## src/rtl/bsc_ibus_arb_if.sv

```systemverilog
// ---------------------------------------------------------------------------
// bsc_ibus_arb_if
//   Signal bundle between the three IBUS masters (M0 = DMAC, M1 = CPU data,
//   M2 = CPU fetch), the arbiter, and the BSC IBUS slave port.
//
//   Master-side fields are packed {M2,M1,M0}:
//     M_A / M_DI   96  address / write data, 32 bits per master
//     M_BA         12  byte enables, 4 bits per master
//     M_WE/REQ/LOCK 3  per-master write strobe / request / bus lock
//     M_BUSY        3  per-master stall (from arbiter)
//     M_DO         32  read data broadcast to all masters (from arbiter)
//     GNT           2  current owner index, 3 = none (from arbiter)
//   BSC-side fields:
//     IBUS_A/DI/BA/WE/REQ/LOCK  muxed request towards the BSC (from arbiter)
//     IBUS_DO / IBUS_BUSY       read data and stall from the BSC
//
//   modport slave  : arbiter view (serves the masters, drives IBUS)
//   modport master : environment view (masters plus the BSC)
// ---------------------------------------------------------------------------
interface bsc_ibus_arb_if;
   logic [95:0] M_A;
   logic [95:0] M_DI;
   logic [11:0] M_BA;
   logic [2:0]  M_WE;
   logic [2:0]  M_REQ;
   logic [2:0]  M_LOCK;
   logic [2:0]  M_BUSY;
   logic [31:0] M_DO;
   logic [1:0]  GNT;
   logic [31:0] IBUS_A;
   logic [31:0] IBUS_DI;
   logic [3:0]  IBUS_BA;
   logic        IBUS_WE;
   logic        IBUS_REQ;
   logic        IBUS_LOCK;
   logic [31:0] IBUS_DO;
   logic        IBUS_BUSY;

   modport slave (
      input  M_A, M_DI, M_BA, M_WE, M_REQ, M_LOCK, IBUS_DO, IBUS_BUSY,
      output M_BUSY, M_DO, GNT, IBUS_A, IBUS_DI, IBUS_BA, IBUS_WE,
             IBUS_REQ, IBUS_LOCK
   );

   modport master (
      output M_A, M_DI, M_BA, M_WE, M_REQ, M_LOCK, IBUS_DO, IBUS_BUSY,
      input  M_BUSY, M_DO, GNT, IBUS_A, IBUS_DI, IBUS_BA, IBUS_WE,
             IBUS_REQ, IBUS_LOCK
   );
endinterface

```

## src/rtl/bsc_ibus_arb.sv

```systemverilog
// ---------------------------------------------------------------------------
// bsc_ibus_arb
//   Shares the single BSC IBUS slave port between three masters. One master
//   owns the bus at a time; its address/data/byte-enable/write fields are
//   muxed onto IBUS. Locked (read-modify-write) sequences keep ownership
//   between accesses, with an optional watchdog that releases a lock held
//   with no pending request for LOCK_MAX CE_R cycles.
//
//   Parameters:
//     RR       0 = fixed priority M0>M1>M2, 1 = round-robin
//     LOCK_MAX idle-lock watchdog length in CE_R cycles, 0 = disabled
//
//   Ports:
//     CLK   system clock
//     RST   synchronous active-high reset (independent of CE_R)
//     CE_R  rising-phase clock enable gating every state update
//     bus   master/IBUS bundle, arbiter (slave) view
// ---------------------------------------------------------------------------
module bsc_ibus_arb #(
   parameter int RR       = 0,
   parameter int LOCK_MAX = 16
) (
   input  logic          CLK,
   input  logic          RST,
   input  logic          CE_R,
   bsc_ibus_arb_if.slave bus
);

   localparam int NM  = 3;
   localparam int LCW = (LOCK_MAX > 0) ? $clog2(LOCK_MAX + 1) : 1;
   localparam logic [LCW-1:0] LOCK_LAST = (LOCK_MAX > 0) ? LCW'(LOCK_MAX - 1) : '0;
   localparam logic [1:0]     NO_OWNER  = 2'd3;

   typedef enum logic [1:0] {
      ST_ARB  = 2'd0,
      ST_OWN  = 2'd1,
      ST_LOCK = 2'd2
   } state_t;

   state_t           r_state;
   logic [1:0]       r_owner;
   logic [1:0]       r_rr_ptr;
   logic [LCW-1:0]   r_lock_cnt;

   // per-master views of the packed master buses
   logic [NM-1:0][31:0] w_m_a;
   logic [NM-1:0][31:0] w_m_di;
   logic [NM-1:0][3:0]  w_m_ba;

   logic       w_owned;
   logic [1:0] w_oi;
   logic       w_req_o;
   logic       w_lock_o;
   logic       w_any;
   logic [1:0] w_win;
   logic [1:0] w_next_ptr;
   logic       w_wd_fire;
   logic [NM-1:0] w_busy;

   assign w_m_a  = bus.M_A;
   assign w_m_di = bus.M_DI;
   assign w_m_ba = bus.M_BA;

   // Index into the scan order starting at base, wrapping modulo 3.
   function automatic logic [1:0] scan_idx(input logic [1:0] base, input int k);
      logic [2:0] s;
      s = {1'b0, base} + 3'(k);
      return (s >= 3'd3) ? 2'(s - 3'd3) : s[1:0];
   endfunction

   assign w_owned = (r_state != ST_ARB);
   // r_owner is only 3 while in ARB, where the muxed fields are forced to 0;
   // clamp it so the mux index always stays inside the three masters.
   assign w_oi     = (r_owner == NO_OWNER) ? 2'd0 : r_owner;
   assign w_req_o  = bus.M_REQ[w_oi];
   assign w_lock_o = bus.M_LOCK[w_oi];
   assign w_any    = |bus.M_REQ;

   assign w_next_ptr = (w_oi == 2'd2) ? 2'd0 : w_oi + 2'd1;
   assign w_wd_fire  = (LOCK_MAX != 0) && (r_lock_cnt == LOCK_LAST);

   // Winner: scan three slots from a base. Fixed priority is a round-robin
   // scan whose base never moves off M0, so both modes share one scanner.
   always_comb begin
      logic [1:0] base;
      logic [1:0] idx;
      base  = (RR != 0) ? r_rr_ptr : 2'd0;
      w_win = NO_OWNER;
      // descending so the earliest slot in scan order is the last to write
      for (int k = NM - 1; k >= 0; k--) begin
         idx = scan_idx(base, k);
         if (bus.M_REQ[idx]) w_win = idx;
      end
   end

   // Output mux: nothing reaches IBUS while arbitrating.
   assign bus.GNT       = r_owner;
   assign bus.M_DO      = bus.IBUS_DO;
   assign bus.IBUS_A    = w_owned ? w_m_a[w_oi]      : 32'd0;
   assign bus.IBUS_DI   = w_owned ? w_m_di[w_oi]     : 32'd0;
   assign bus.IBUS_BA   = w_owned ? w_m_ba[w_oi]     : 4'd0;
   assign bus.IBUS_WE   = w_owned ? bus.M_WE[w_oi]   : 1'b0;
   assign bus.IBUS_REQ  = w_owned ? w_req_o          : 1'b0;
   assign bus.IBUS_LOCK = w_owned ? w_lock_o         : 1'b0;

   // A requester is released only in the cycle it owns the bus and the BSC
   // reports the access finished; everyone else stays stalled.
   for (genvar i = 0; i < NM; i++) begin : g_busy
      assign w_busy[i] = bus.M_REQ[i] &
                         ~(w_owned & (r_owner == 2'(i)) & ~bus.IBUS_BUSY);
   end
   assign bus.M_BUSY = w_busy;

   always_ff @(posedge CLK) begin
      if (RST) begin
         r_state    <= ST_ARB;
         r_owner    <= NO_OWNER;
         r_rr_ptr   <= 2'd0;
         r_lock_cnt <= '0;
      end else if (CE_R) begin
         case (r_state)
            ST_ARB: begin
               if (w_any) begin
                  r_owner    <= w_win;
                  r_state    <= ST_OWN;
                  r_lock_cnt <= '0;
               end
            end

            ST_OWN: begin
               if (!w_req_o) begin
                  // owner withdrew (also covers REQ dropping on the
                  // completion cycle): give the bus back
                  r_state <= ST_ARB;
                  r_owner <= NO_OWNER;
               end else if (!bus.IBUS_BUSY) begin
                  r_rr_ptr <= w_next_ptr;
                  if (w_lock_o) begin
                     r_state    <= ST_LOCK;
                     r_lock_cnt <= '0;
                  end else begin
                     r_state <= ST_ARB;
                     r_owner <= NO_OWNER;
                  end
               end
            end

            ST_LOCK: begin
               if (!w_req_o && !w_lock_o) begin
                  r_state <= ST_ARB;
                  r_owner <= NO_OWNER;
               end else if (w_req_o) begin
                  // an access inside the locked sequence restarts the
                  // idle watchdog
                  r_lock_cnt <= '0;
                  if (!bus.IBUS_BUSY) begin
                     r_rr_ptr <= w_next_ptr;
                     if (!w_lock_o) begin
                        r_state <= ST_ARB;
                        r_owner <= NO_OWNER;
                     end
                  end
               end else begin
                  // lock held with nothing pending: count toward release
                  r_lock_cnt <= r_lock_cnt + LCW'(1);
                  if (w_wd_fire) begin
                     r_state <= ST_ARB;
                     r_owner <= NO_OWNER;
                  end
               end
            end

            default: begin
               r_state <= ST_ARB;
               r_owner <= NO_OWNER;
            end
         endcase
      end
   end

endmodule

```

## src/flat_wrapper.sv

```systemverilog
// flat-port wrapper written by rule: the top's interface ports become plain ports
module bsc_ibus_arb_flat 
#(
   parameter int RR       = 0,
   parameter int LOCK_MAX = 16
)
  (CLK, RST, CE_R, bus_M_A, bus_M_DI, bus_M_BA, bus_M_WE, bus_M_REQ, bus_M_LOCK, bus_IBUS_DO, bus_IBUS_BUSY, bus_M_BUSY, bus_M_DO, bus_GNT, bus_IBUS_A, bus_IBUS_DI, bus_IBUS_BA, bus_IBUS_WE, bus_IBUS_REQ, bus_IBUS_LOCK);
  bsc_ibus_arb_if bus_i ();
  input  logic CLK;
  input  logic RST;
  input  logic CE_R;
  input wire logic [$bits(bus_i.M_A)-1:0] bus_M_A;
  input wire logic [$bits(bus_i.M_DI)-1:0] bus_M_DI;
  input wire logic [$bits(bus_i.M_BA)-1:0] bus_M_BA;
  input wire logic [$bits(bus_i.M_WE)-1:0] bus_M_WE;
  input wire logic [$bits(bus_i.M_REQ)-1:0] bus_M_REQ;
  input wire logic [$bits(bus_i.M_LOCK)-1:0] bus_M_LOCK;
  input wire logic [$bits(bus_i.IBUS_DO)-1:0] bus_IBUS_DO;
  input wire logic [$bits(bus_i.IBUS_BUSY)-1:0] bus_IBUS_BUSY;
  output wire logic [$bits(bus_i.M_BUSY)-1:0] bus_M_BUSY;
  output wire logic [$bits(bus_i.M_DO)-1:0] bus_M_DO;
  output wire logic [$bits(bus_i.GNT)-1:0] bus_GNT;
  output wire logic [$bits(bus_i.IBUS_A)-1:0] bus_IBUS_A;
  output wire logic [$bits(bus_i.IBUS_DI)-1:0] bus_IBUS_DI;
  output wire logic [$bits(bus_i.IBUS_BA)-1:0] bus_IBUS_BA;
  output wire logic [$bits(bus_i.IBUS_WE)-1:0] bus_IBUS_WE;
  output wire logic [$bits(bus_i.IBUS_REQ)-1:0] bus_IBUS_REQ;
  output wire logic [$bits(bus_i.IBUS_LOCK)-1:0] bus_IBUS_LOCK;
  assign bus_i.M_A = bus_M_A;
  assign bus_i.M_DI = bus_M_DI;
  assign bus_i.M_BA = bus_M_BA;
  assign bus_i.M_WE = bus_M_WE;
  assign bus_i.M_REQ = bus_M_REQ;
  assign bus_i.M_LOCK = bus_M_LOCK;
  assign bus_i.IBUS_DO = bus_IBUS_DO;
  assign bus_i.IBUS_BUSY = bus_IBUS_BUSY;
  assign bus_M_BUSY = bus_i.M_BUSY;
  assign bus_M_DO = bus_i.M_DO;
  assign bus_GNT = bus_i.GNT;
  assign bus_IBUS_A = bus_i.IBUS_A;
  assign bus_IBUS_DI = bus_i.IBUS_DI;
  assign bus_IBUS_BA = bus_i.IBUS_BA;
  assign bus_IBUS_WE = bus_i.IBUS_WE;
  assign bus_IBUS_REQ = bus_i.IBUS_REQ;
  assign bus_IBUS_LOCK = bus_i.IBUS_LOCK;
  bsc_ibus_arb #(.RR(RR), .LOCK_MAX(LOCK_MAX)) u_core (.CLK(CLK), .RST(RST), .CE_R(CE_R), .bus(bus_i));
endmodule
```

## config.mk

```make
export PLATFORM = sky130hd
export DESIGN_NAME = bsc_ibus_arb_flat
export DESIGN_NICKNAME = d
export VERILOG_FILES = /design/src/rtl/bsc_ibus_arb_if.sv /design/src/rtl/bsc_ibus_arb.sv /design/src/flat_wrapper.sv
export SDC_FILE = /design/constraint.sdc
export NUM_CORES = 1
export LEC_CHECK = 0
export ABC_AREA = 1
export BUFFER_PORTS_ARGS = -buffer_cell sky130_fd_sc_hd__buf_2
export CAP_MARGIN = 0
export CORE_AREA = 5 5 136 138
export CTS_CLUSTER_DIAMETER = 80
export DETAILED_ROUTE_END_ITERATION = 12
export DIE_AREA = 0 0 141 143
export GPL_ROUTABILITY_DRIVEN = 0
export PLACE_DENSITY = 0.56
export SYNTH_ARGS = -nofsm -noshare
export SYNTH_HDL_FRONTEND = slang
export SYNTH_SLANG_ARGS = --single-unit
```

## constraint.sdc

```tcl
create_clock -name CLK -period 4.4 [get_ports CLK]
set_clock_uncertainty 0.2 [all_clocks]
set_input_delay 0.88 -clock CLK [delete_from_list [all_inputs] [get_ports CLK]]
set_output_delay 0.88 -clock CLK [all_outputs]
set_load 0.1 [all_outputs]
```

---- Yosys cells after proc, flatten, opt, wreduce, memory -nomap -nowiden ----
Cells that the tools add are included.
W data, S select, Z words.
storage, ports and cells
  flip-flop bits (word level) ............. 9
  output and inout bits ................... 108
operators by class
  add/sub/neg operators ................... 1
  $lt $le $gt $ge ......................... 1
  equality and inequality tests ........... 15
  multiplexer cells ....................... 47
  bitwise operators ....................... 13
  reductions and logical operators ........ 11
operator list
  operator               number
  $bmux W32 S2           2
  $mux W32               4
  $mux W2                19
  $mux W5                6
  $pmux W5 S3            1
  $pmux W2 S3            2
  $and A1 B1 Y1          9
  $bmux W4 S2            1
  $mux W4                2
  $ne A4 B4 Y1 const B   2
  $mux W1                7
  $reduce_and A7 Y1      1
  $bmux W1 S2            3
  $eq A2 B2 Y1 const B   3
  $ne A2 B1 Y1 const B   3
  $reduce_and A6 Y1      1
  $add A5 B1 Y5 const B  1
  $eq A5 B4 Y1 const B   1
  $eq A2 B1 Y1 const B   2
  $logic_not A2 Y1       2
  $ne A2 B2 Y1 const B   2
  $ne A4 B1 Y1 const B   1
  $not A1 Y1             4
  $lt A2 B3 Y1 const B   1
  7 further kinds        8

---- Logic depth before layout (Yosys ltp) ----
  word-level depth ........................ 9
  gate-level depth with buffers ........... 11

---- Worst setup path after synthesis ----
Ideal clock, no wire load.
  path kind ............................... register to output
  from .................................... register u_core.r_owner[1], in the netlist u_core.bus.GNT[1]
  to ...................................... output bus_M_BUSY[1]
  data arrival time ....................... 3.112 ns
  required time ........................... 3.320 ns
  path slack .............................. 0.208 ns
  cell stages (with the launch flop) ...... 6
  path buffers ............................ 1
  cells stage by stage .................... dfxtp_1 -> inv_2 -> nand2_4 -> inv_2 -> clkbuf_1 -> a21oi_1
on the way
  longest elaborated chain between the ends .. 5
ends and longest elaborated chain
  what                        line                 RTL
  start, declared             bsc_ibus_arb.sv:41   logic [1:0] r_owner;
  start signal, assigned      bsc_ibus_arb.sv:124  r_owner <= w_win;
  $eq A2 B1 Y1                bsc_ibus_arb.sv:110  ~(w_owned & (r_owner == 2'(i)) & ~bus.IBUS_BUSY);
  $and A1 B1 Y1 (2 in a row)  bsc_ibus_arb.sv:110
  $not A1 Y1                  bsc_ibus_arb.sv:110
  $and A1 B1 Y1               bsc_ibus_arb.sv:109  assign w_busy[i] = bus.M_REQ[i] &
  end, declared               flat_wrapper.sv:20   output wire logic [$bits(bus_i.M_BUSY)-1:0] bus_M_BUSY;
No other way between the ends.

---- Worst setup path after layout ----
  from .................................... register u_core.r_owner[1], in the netlist u_core.bus.GNT[1]
  to ...................................... output bus_IBUS_DI[20]
on the way
  longest elaborated chain between the ends .. 5
ends and longest elaborated chain
  what                              line                 RTL
  $eq A2 B2 Y1                      bsc_ibus_arb.sv:74   assign w_oi = (r_owner == NO_OWNER) ? 2'd0 : r_owner;
  $mux W2 *                         bsc_ibus_arb.sv:74
  $bmux W32 S2 *                    bsc_ibus_arb.sv:100  assign bus.IBUS_DI = w_owned ? w_m_di[w_oi] : 32'd0;
  $mux W32 (not written as such) *  bsc_ibus_arb.sv:100
  $mux W32 *                        bsc_ibus_arb.sv:100
  end, declared                     flat_wrapper.sv:24   output wire logic [$bits(bus_i.IBUS_DI)-1:0] bus_IBUS_DI;
Mark *: on every way between the ends. The rest lies on a longest branch, timed or not. The select of a mux whose other input is x is not followed.

==> out/summary.txt <==
Initial Util - 0.165
Overflow after GRT - 0
Worst-path clk slew - 0.04 ns
Final Hold Fails - 0
DRT iter0 DRCs - 206
slowest stage delay, CP - 0.50 ns
post-synthesis sequential area ratio - 0.0640
Post-CTS Setup Bufs - 0
cells along the critical path - inv_2, nand2_4, buf_4, nand2_1, nand3_1, o211ai_1, inv_1, buf_2
Die H - 143 um
R2R depth - 10
fin crit share - 0.812
Worst setup EP type - output port
Final Max Tran Viols - 0
largest cells by area after synthesis - nand2_1 22%, o211ai_1 19%, nand3_1 15%, inv_1 11%, buf_4 8.5%
Worst Tran Pin Value - 0.647 ns
Sum Neg Setup Slack - 0 ns
Critical Path RT - 3.32 ns
slowest CP cell - buf_4
Max clock buf depth - 2
Area Overhead vs Synth - 54.1%
unrepaired setup endpoints after global routing - no
asr flop ratio synth - 0
ANT nets after route - 0
Leak - 0.00290 uW
endpoints failing setup - 0
maxcap violations - 0
CP Depth - 8
pwr dens - 450 nW/um^2
Post-Layout Cell Count - 998
H-tree levels - 1
largest net degree at the start of global routing - 65
hold depth - 2
IO Pins - 357
Die Width - 141 um
top_reg_cell synth - dfxtp_1
Vias - 4319
total power draw - 1950 uW
Hold Buf Count CTS - 0
DR WL/cell - 14.1 um
Die Area - 20200 um^2
Layout Nets - 1024
first-pass GRT wire length - 20500 um
hold_ws - 0.285 ns
Max Used Layer - met4
initial antenna violation count - 1
TritonRoute pass-1 iters - 4
Num CTS Buffers - 3
Yosys cell types - 28
Post-synth EDFFs - 0
Highest Clock Rate - 280 MHz
flops & latches, synth - 9
Netlist Area Pre-Place - 2820 um^2
maximum fanout along the worst path - 44
Buf/Inv on CP - 4
Crit path max-delay family - buffers and inverters
number of core rows - 48
Tmin final - 3.57 ns
clock root buffer - clkbuf_16
met1 WL - 5340 um
Syn. warnings - 0
Gate Count Post-Synth - 539
Post-Place Cells - 993
status - finished clean
Yosys top cell area share - 0.224
I/O Buffers - 292
vias in the first global route - 4026
Worst VDD drop - 348 uV
Hold Crit Class - reg2reg
Rel. slew slack - 0.568
Yosys top cell by area - nand2_1
WL final - 14100 um
post-CTS sizing - 0
critical path class - reg2out
arrival time worst endpoint - 2.49 ns
DP HPWL - 11500 um
Core ar. - 17100 um^2
gr usage total - 0.122
Syn Nets - 790
drt drc - 0
WL met2 - 7140 um
startpoint types - flip-flop
layout cells sized above 1 - 0.412
clock sink count - 9
worst skew pair latency - 0.23 ns
CTS tree - done
metal3 WL - 1430 um
Mapped Avg Cell Area - 5.23 um^2
mean number of vias per cell - 4.33
## path summary, 6_finish.rpt
| path | startpoint | to | slack [ns] |
|---|---|---|---|
| worst max-delay path | u_core.bus.GNT[1] | bus_IBUS_DI[20] | 0.83 |
| worst min-delay path | u_core.r_lock_cnt[4] | u_core.r_lock_cnt[4] | 0.29 |
| worst max register to register | u_core.bus.GNT[1] | u_core.r_state[1] | 1.79 |
| worst min register to register | u_core.r_lock_cnt[4] | u_core.r_lock_cnt[4] | 0.29 |
## worst min-delay path, cell delays in order (launching register included)
cell,delay [ns]
dfxtp_1,0.30
o21ai_1,0.07
a21oi_1,0.06
## registers in the layout (all words and copies together) (netlist names)
register and count:
u_core.r_lock_cnt 5, u_core.bus.GNT 2, u_core.r_state 2
## layer usage
| layer | up-vias | track usage |
|---|---|---|
| met2 | 223 | 0.228 |
| met4 | 0 | 0.0214 |
| met3 | 12 | 0.0285 |
| met1 | 1898 | 0.145 |
| li1 | 2186 | - |
| met5 | - | 0 |
## layout make-up
cell class	instances	area (um^2)
multi-input cells	374	1920
clock buffers	4	78.8
fillers	1999	12700
flip-flops and latches	9	180
diodes	1	2.50
well taps	225	282
repair buffers	297	1550
inverters	88	330
## cells by family after synthesis
logic type,count (synthesis),synth area share
xor+xnor,2,0.00622
buf+inv,156,0.257
compound gates,89,0.222
flops,9,0.0640
fa+ha+maj,2,0.00888
simple gates,281,0.442
## Yosys cell counts (3+ instances only)
master and n:
o211ai_1 70, inv_1 83, dfxtp_1 9, nand3_1 84, o21ai_0 5, a21oi_1 8, inv_2 5, nor2_1 13
nand2_1 168, buf_4 32, nor2_4 3, o21ai_1 4, nand3_2 3, clkbuf_1 19, buf_2 15
## through the flow
| stage | area (um^2) | utilization | setup WS, ns |
|---|---|---|---|
| after floorplan | 2820 | - | 0.208 |
| after global placement | 4260 | 0.250 | 1.09 |
| after detailed placement | 4260 | 0.250 | 1.07 |
| after CTS | 4340 | 0.254 | 0.806 |
| after global routing | 4340 | 0.254 | 0.613 |
| final | 4340 | 0.254 | 0.826 |
## layout by cell type, fill, tap and decap left out, types with 4 or more instances in the layout
cell	instances
nor2_1	13
dfxtp_1	9
nand2_1	168
a21oi_1	8
buf_12	4
o21ai_1	4
inv_1	83
buf_2	292
nand3_1	84
o211ai_1	70
inv_2	5
o21ai_0	5
## report_power, final
group          total [uW]  internal [uW]  switching [uW]  leakage, uW
registers             100           88.8            11.4    0.0000736
logic                1690            328            1360      0.00279
clock network         163            121            41.4    0.0000382
total                1950            538            1410      0.00290
Power figures use the tool's default switching activity.
